===== src/rtl/riscv_pkg.sv =====
// Shared encodings for the RV32I pipeline: forwarding-mux selects,
// result-source codes and default datapath widths.
package riscv_pkg;

    localparam int XLEN_DEFAULT   = 32;
    localparam int REGA_W_DEFAULT = 5;

    localparam logic [1:0] FWD_RF  = 2'b00;
    localparam logic [1:0] FWD_WB  = 2'b01;
    localparam logic [1:0] FWD_MEM = 2'b10;

    localparam logic [1:0] RES_ALU  = 2'b00;
    localparam logic [1:0] RES_LOAD = 2'b01;
    localparam logic [1:0] RES_PC4  = 2'b10;

endpackage


===== src/rtl/fwd_sel.sv =====
// Per-operand forwarding select for one EX-stage 3:1 operand mux.
// MEM wins over WB because it holds the younger write to the same register.
module fwd_sel
    import riscv_pkg::*;
#(
    parameter int REGA_W = REGA_W_DEFAULT
) (
    input  logic [REGA_W-1:0] rs_e,
    input  logic [REGA_W-1:0] rd_m,
    input  logic              reg_write_m,
    input  logic [REGA_W-1:0] rd_w,
    input  logic              reg_write_w,
    output logic [1:0]        sel
);

    logic rs_nonzero;

    assign rs_nonzero = (rs_e != '0);

    always_comb begin
        sel = FWD_RF;
        if (reg_write_m && (rd_m == rs_e) && rs_nonzero) begin
            sel = FWD_MEM;
        end else if (reg_write_w && (rd_w == rs_e) && rs_nonzero) begin
            sel = FWD_WB;
        end
    end

endmodule


===== src/rtl/id_ex_hazard_stage.sv =====
// ID/EX pipeline register plus load-use/branch hazard control and the
// operand forwarding selects for the EX stage.
module id_ex_hazard_stage
    import riscv_pkg::*;
#(
    parameter int XLEN   = XLEN_DEFAULT,
    parameter int REGA_W = REGA_W_DEFAULT,
    parameter int CNT_W  = 32
) (
    input  logic              clk,
    input  logic              rst,
    input  logic [REGA_W-1:0] rs1_d,
    input  logic [REGA_W-1:0] rs2_d,
    input  logic [REGA_W-1:0] rd_d,
    input  logic [XLEN-1:0]   rd1_d,
    input  logic [XLEN-1:0]   rd2_d,
    input  logic [XLEN-1:0]   imm_ext_d,
    input  logic [XLEN-1:0]   pc_d,
    input  logic [XLEN-1:0]   pc_plus4_d,
    input  logic              reg_write_d,
    input  logic              mem_write_d,
    input  logic              jump_d,
    input  logic              branch_d,
    input  logic              alu_src_d,
    input  logic [1:0]        result_src_d,
    input  logic [2:0]        alu_control_d,
    input  logic              valid_d,
    input  logic [REGA_W-1:0] rd_m,
    input  logic              reg_write_m,
    input  logic [REGA_W-1:0] rd_w,
    input  logic              reg_write_w,
    input  logic              pc_src_e,
    output logic [REGA_W-1:0] rs1_e,
    output logic [REGA_W-1:0] rs2_e,
    output logic [REGA_W-1:0] rd_e,
    output logic [XLEN-1:0]   rd1_e,
    output logic [XLEN-1:0]   rd2_e,
    output logic [XLEN-1:0]   imm_ext_e,
    output logic [XLEN-1:0]   pc_e,
    output logic [XLEN-1:0]   pc_plus4_e,
    output logic              reg_write_e,
    output logic              mem_write_e,
    output logic              jump_e,
    output logic              branch_e,
    output logic              alu_src_e,
    output logic [1:0]        result_src_e,
    output logic [2:0]        alu_control_e,
    output logic              valid_e,
    output logic [1:0]        forward_a_e,
    output logic [1:0]        forward_b_e,
    output logic              stall_f,
    output logic              stall_d,
    output logic              flush_d,
    output logic              flush_e,
    output logic [CNT_W-1:0]  lw_stall_cnt,
    output logic [CNT_W-1:0]  flush_cnt
);

    localparam int EX_W = 3 * REGA_W + 5 * XLEN + 5 + 2 + 3 + 1;

    logic [EX_W-1:0]  ex_d, ex_q;
    logic [CNT_W-1:0] lw_cnt_d, lw_cnt_q;
    logic [CNT_W-1:0] fl_cnt_d, fl_cnt_q;
    logic             lw_stall;

    // A flushed EX slot is all-zero, so valid/reg_write/mem_write/rd drop together.
    assign ex_d = flush_e ? '0 :
        {rs1_d, rs2_d, rd_d, rd1_d, rd2_d, imm_ext_d, pc_d, pc_plus4_d,
         reg_write_d, mem_write_d, jump_d, branch_d, alu_src_d,
         result_src_d, alu_control_d, valid_d};

    assign {rs1_e, rs2_e, rd_e, rd1_e, rd2_e, imm_ext_e, pc_e, pc_plus4_e,
            reg_write_e, mem_write_e, jump_e, branch_e, alu_src_e,
            result_src_e, alu_control_e, valid_e} = ex_q;

    assign lw_stall = (result_src_e == RES_LOAD) && (rd_e != '0) &&
                      ((rd_e == rs1_d) || (rd_e == rs2_d));

    assign stall_f = lw_stall;
    assign stall_d = lw_stall;
    assign flush_d = pc_src_e;
    assign flush_e = lw_stall | pc_src_e;

    assign lw_cnt_d = (lw_stall && (lw_cnt_q != '1)) ? lw_cnt_q + CNT_W'(1) : lw_cnt_q;
    assign fl_cnt_d = (pc_src_e && (fl_cnt_q != '1)) ? fl_cnt_q + CNT_W'(1) : fl_cnt_q;

    assign lw_stall_cnt = lw_cnt_q;
    assign flush_cnt    = fl_cnt_q;

    always_ff @(posedge clk or posedge rst) begin
        if (rst) begin
            ex_q     <= '0;
            lw_cnt_q <= '0;
            fl_cnt_q <= '0;
        end else begin
            ex_q     <= ex_d;
            lw_cnt_q <= lw_cnt_d;
            fl_cnt_q <= fl_cnt_d;
        end
    end

    fwd_sel #(.REGA_W(REGA_W)) u_fwd_a (
        .rs_e        (rs1_e),
        .rd_m        (rd_m),
        .reg_write_m (reg_write_m),
        .rd_w        (rd_w),
        .reg_write_w (reg_write_w),
        .sel         (forward_a_e)
    );

    fwd_sel #(.REGA_W(REGA_W)) u_fwd_b (
        .rs_e        (rs2_e),
        .rd_m        (rd_m),
        .reg_write_m (reg_write_m),
        .rd_w        (rd_w),
        .reg_write_w (reg_write_w),
        .sel         (forward_b_e)
    );

endmodule


===== config.mk =====
export PLATFORM = sky130hd
export DESIGN_NAME = id_ex_hazard_stage
export DESIGN_NICKNAME = d
export VERILOG_FILES = /design/src/rtl/riscv_pkg.sv /design/src/rtl/fwd_sel.sv /design/src/rtl/id_ex_hazard_stage.sv
export SDC_FILE = /design/constraint.sdc
export NUM_CORES = 1
export LEC_CHECK = 0
export CELL_PAD_IN_SITES_DETAIL_PLACEMENT = 1
export CELL_PAD_IN_SITES_GLOBAL_PLACEMENT = 2
export CORE_MARGIN = 8
export CORE_UTILIZATION = 27
export DETAILED_ROUTE_END_ITERATION = 8
export GPL_ROUTABILITY_DRIVEN = 0
export GPL_TIMING_DRIVEN = 0
export PLACE_DENSITY = 0.88
export SLEW_MARGIN = 20
export SYNTH_ARGS = -nofsm -noshare
export SYNTH_HDL_FRONTEND = slang
export SYNTH_SLANG_ARGS = --single-unit

===== constraint.sdc =====
create_clock -name clk -period 26 [get_ports clk]
set_clock_uncertainty 0.2 [all_clocks]
set_input_delay 5.2 -clock clk [delete_from_list [all_inputs] [get_ports clk]]
set_output_delay 5.2 -clock clk [all_outputs]
set_load 0.05 [all_outputs]

==> impl_metrics.prom <==
# TYPE chip_impl_metric gauge
chip_impl_info{name="outcome",value="completed"} 1
chip_impl_metric{name="power.internal",unit="uW"} 715
chip_impl_metric{name="synth_seq_area_share",unit=""} 0.669
chip_impl_metric{name="fmaxAchievable",unit="MHz"} 73.6
chip_impl_metric{name="fillerInstances",unit=""} 3649
chip_impl_info{name="worstHoldPathType",value="reg2reg"} 1
chip_impl_metric{name="critPathMaxFanout",unit=""} 10
chip_impl_metric{name="power_per_cell_area",unit="nW/um2"} 65.9
chip_impl_metric{name="sequentialPowerShare",unit=""} 0.419
chip_impl_metric{name="grt_first_pass_wirelength",unit="um"} 54400
chip_impl_metric{name="layout_cells_sized_above_1",unit=""} 0.0616
chip_impl_metric{name="ctsHtreeMaxLevel",unit=""} 1
chip_impl_metric{name="cts_sinks",unit=""} 250
chip_impl_metric{name="via_cell_ratio",unit=""} 4.30
chip_impl_metric{name="finish.cell_count_without_fillers",unit=""} 1691
chip_impl_metric{name="multi_input_area",unit="um2"} 2960
chip_impl_metric{name="r2r_cells",unit=""} 7
chip_impl_metric{name="core_region_area",unit="um2"} 34300
chip_impl_metric{name="post-synth-top-area-fraction",unit=""} 0.669
chip_impl_info{name="cts_tree",value="yes"} 1
chip_impl_metric{name="syn_area_per_cell",unit="um2"} 12.9
chip_impl_info{name="cell_with_the_most_instances_after_synthesis",value="sky130_fd_sc_hd__dfrtp_1"} 1
chip_impl_metric{name="insertion_delay",unit="ps"} 560
chip_impl_info{name="cell_types_occupying_the_most_area_after_synthesis",value="sky130_fd_sc_hd__dfrtp_1 67%, sky130_fd_sc_hd__and2_1 13%, sky130_fd_sc_hd__xnor2_1 6.0%, sky130_fd_sc_hd__xor2_1 2.6%, sky130_fd_sc_hd__nand4_1 1.9%"} 1
chip_impl_info{name="ys.flop_type",value="sky130_fd_sc_hd__dfrtp_1"} 1
chip_impl_metric{name="netlist_instances",unit=""} 724
chip_impl_metric{name="cts.path.max_buffers",unit=""} 3
chip_impl_metric{name="synth_enable_flop_cells",unit=""} 0
chip_impl_metric{name="growth_of_design_area_from_synthesis_to_finish",unit="%"} 65.3
chip_impl_info{name="cp-start-kind",value="input pin"} 1
chip_impl_metric{name="p_switching",unit="uW"} 304
chip_impl_metric{name="static-leakage-power",unit="nW"} 6.62
chip_impl_metric{name="dr_iter_0_viols",unit=""} 193
chip_impl_metric{name="via_count",unit=""} 7266
chip_impl_metric{name="clk_pin_slew",unit="ps"} 60
chip_impl_metric{name="worst_slew_margin_rel",unit=""} 0.375
chip_impl_metric{name="yosysUniqueCellTypes",unit=""} 39
chip_impl_metric{name="syn_nets",unit=""} 927
chip_impl_metric{name="report.final.slew_viol_count",unit=""} 0
chip_impl_metric{name="layout.nets",unit=""} 1416
chip_impl_info{name="critPathKind",value="in2out"} 1
chip_impl_info{name="synthTopCellsByCount",value="250 x sky130_fd_sc_hd__dfrtp_1, 187 x sky130_fd_sc_hd__and2_1, 64 x sky130_fd_sc_hd__xnor2_1"} 1
chip_impl_metric{name="dieWidth",unit="um"} 202
chip_impl_metric{name="layout_min_cycle_time",unit="ps"} 13580
chip_impl_metric{name="synth_seq_cells",unit=""} 250
chip_impl_metric{name="io-pin-count",unit=""} 459
chip_impl_metric{name="drc_errors",unit=""} 0
chip_impl_metric{name="worst-endpoint-arrival",unit="ps"} 8180
chip_impl_metric{name="timing.final.setup_violations",unit=""} 0
chip_impl_metric{name="floorplan.die_area",unit="um2"} 40900
chip_impl_metric{name="cts_setup_buffers",unit=""} 0
chip_impl_metric{name="regArea",unit="um2"} 6260
chip_impl_metric{name="cts_buf_count",unit=""} 27
chip_impl_metric{name="fin_setup_tns",unit="ps"} 0
chip_impl_metric{name="final_min_period_over_clock_period",unit=""} 0.522
chip_impl_metric{name="detail-route-antenna-nets",unit=""} 0
chip_impl_metric{name="starting_density",unit=""} 0.273
chip_impl_metric{name="dieHeight",unit="um"} 202
chip_impl_metric{name="place_inst",unit=""} 1639
chip_impl_metric{name="via_count_of_the_first_global_routing_pass",unit=""} 8294
chip_impl_metric{name="portBuffers",unit=""} 458
chip_impl_metric{name="finalWirelength",unit="um"} 36000
chip_impl_info{name="clk_root_buffer_cell",value="sky130_fd_sc_hd__clkbuf_16"} 1
chip_impl_metric{name="pin_count_of_the_biggest_net_entering_global_routing",unit=""} 105
chip_impl_metric{name="irDropWorstVdd",unit="mV"} 0.0510
chip_impl_metric{name="maxCapViolCount",unit=""} 0
chip_impl_metric{name="switching_share",unit=""} 0.298
chip_impl_metric{name="sum_of_net_half_perimeters_after_detailed_placement",unit="um"} 28400
chip_impl_metric{name="worst-slew-pin-transition",unit="ps"} 930
chip_impl_metric{name="wl_per_cell",unit="um"} 21.3
chip_impl_info{name="critical_path.endpoint_type",value="primary output"} 1
chip_impl_metric{name="core.rowCount",unit=""} 68
chip_impl_metric{name="grt_overflow",unit=""} 0
chip_impl_metric{name="yosys_warnings",unit=""} 0
chip_impl_metric{name="post_cts_hold_buffer_count",unit=""} 0
chip_impl_metric{name="hold_violations",unit=""} 0
chip_impl_metric{name="cp.required",unit="ps"} 20600
chip_impl_info{name="post-synth-top-area-cell",value="sky130_fd_sc_hd__dfrtp_1"} 1
chip_impl_metric{name="antenna_found_initial",unit=""} 3
chip_impl_metric{name="hold_path_depth",unit=""} 1
chip_impl_metric{name="ctsResizeCount",unit=""} 0
chip_impl_metric{name="async_s_r_ff_share_synth",unit=""} 1.00
chip_impl_metric{name="groute.usage.overall",unit=""} 0.173
chip_impl_metric{name="ff2ff_setup_slack",unit="ps"} 23180
chip_impl_metric{name="comb_power_share",unit=""} 0.208
chip_impl_metric{name="syn_area",unit="um2"} 9350
chip_impl_info{name="rsz_0062_raised_after_global_routing",value="false"} 1
chip_impl_metric{name="drt_first_pass_iters",unit=""} 4
chip_impl_metric{name="power.clock.fraction",unit=""} 0.373
==> area by class of cell <==
type,instances,area share
Antenna cell,3,0.000486
Buffer,23,0.00744
Clock buffer,38,0.0509
Clock inverter,11,0.00639
Inverter,6,0.00194
Multi-Input combinational cell,445,0.191
Sequential cell,250,0.405
Tap cell,455,0.0368
Timing Repair Buffer,460,0.300
==> through the flow <==
| stage | area (um2) | setup slack (ps) | power (mW) | hold WS [ps] | util |
|---|---|---|---|---|---|
| 4_1_cts | 15500 | 12220 | 1.04 | 307 | 0.451 |
| 3_3_place_gp | 14500 | 10390 | 0.644 | 292 | 0.423 |
| 6_report | 15500 | 12420 | 1.02 | 306 | 0.451 |
| 2_1_floorplan | 9350 | 12910 | 0.547 | 595 | - |
| 3_5_place_dp | 14600 | 12300 | 0.648 | 299 | 0.425 |
| 5_1_grt | 15500 | 12190 | 1.06 | 325 | 0.451 |
==> final timing paths <==
kind	start	endpoint
max in group asynchronous	rst	ex_q[113]
worst min register to register	lw_stall_cnt[6]	lw_stall_cnt[6]
min in group asynchronous	rst	flush_cnt[21]
worst min-delay path	lw_stall_cnt[6]	lw_stall_cnt[6]
worst max-delay path	rs2_d[3]	flush_e
worst max register to register	ex_q[172]	ex_q[54]
==> worst max-delay path: stages <==
cell and delay, ps:
sky130_fd_sc_hd__clkdlybuf4s50_1 490, sky130_fd_sc_hd__xor2_1 190, sky130_fd_sc_hd__nor2_1 90, sky130_fd_sc_hd__a22oi_2 470, sky130_fd_sc_hd__nor2_2 210, sky130_fd_sc_hd__nor2_4 320
sky130_fd_sc_hd__clkbuf_1 380, sky130_fd_sc_hd__inv_1 80, sky130_fd_sc_hd__clkdlybuf4s50_1 740
==> sequential cells by signal, summed over array words and instances (netlist names) <==
name	cells
flush_cnt	32
ex_q	186
lw_stall_cnt	32
==> cells in the final DEF (no fill, tap or decap), types with 3 or more instances in the layout <==
cell                              count
sky130_fd_sc_hd__nand4_1             29
sky130_fd_sc_hd__inv_1                5
sky130_fd_sc_hd__nor3_1               6
sky130_fd_sc_hd__and2_1             187
sky130_fd_sc_hd__xor2_1              28
sky130_fd_sc_hd__nor4_1               7
sky130_fd_sc_hd__xnor2_1             64
sky130_fd_sc_hd__clkdlybuf4s50_1    458
sky130_fd_sc_hd__nand2b_1             3
sky130_fd_sc_hd__clkbuf_2            13
sky130_fd_sc_hd__dfrtp_1            250
sky130_fd_sc_hd__nand3_1             31
sky130_fd_sc_hd__clkinv_2             8
sky130_fd_sc_hd__clkbuf_16           27
sky130_fd_sc_hd__and4_1               4
sky130_fd_sc_hd__buf_4                3
sky130_fd_sc_hd__clkbuf_1            10
sky130_fd_sc_hd__clkbuf_8             7
sky130_fd_sc_hd__or4_1                3
sky130_fd_sc_hd__nor2_1              23
sky130_fd_sc_hd__and3_1               8
sky130_fd_sc_hd__nand2_1             28
sky130_fd_sc_hd__diode_2              3
==> metal layers <==
| layer | GRT usage | up-vias | share of wire |
|---|---|---|---|
| met4 | 0.0391 | 2 | 0.018 |
| met5 | 0 | - | 0.00028 |
| met3 | 0.0743 | 41 | 0.10 |
| li1 | - | 3328 | - |
| met2 | 0.311 | 299 | 0.52 |
| met1 | 0.185 | 3596 | 0.36 |
==> power groups by stage <==
stage	logic [mW]	registers [mW]	clock network, mW
2_1_floorplan	0.0364	0.511	0
5_1_grt	0.223	0.430	0.407
3_3_place_gp	0.211	0.433	0
3_5_place_dp	0.214	0.434	0
6_report	0.212	0.427	0.381
4_1_cts	0.215	0.427	0.394
==> cells by family after synthesis <==
logic type	count (synthesis)	synth area share
AO/OA/AOI/OAI	6	0.00589
XOR/XNOR	92	0.0862
adder cells (fa/ha/maj)	2	0.00268
buffers and inverters	29	0.0147
flip-flops	250	0.669
multiplexers	2	0.00281
AND/OR/NAND/NOR	343	0.219
Note: power is estimated with default switching activity, not from simulation.
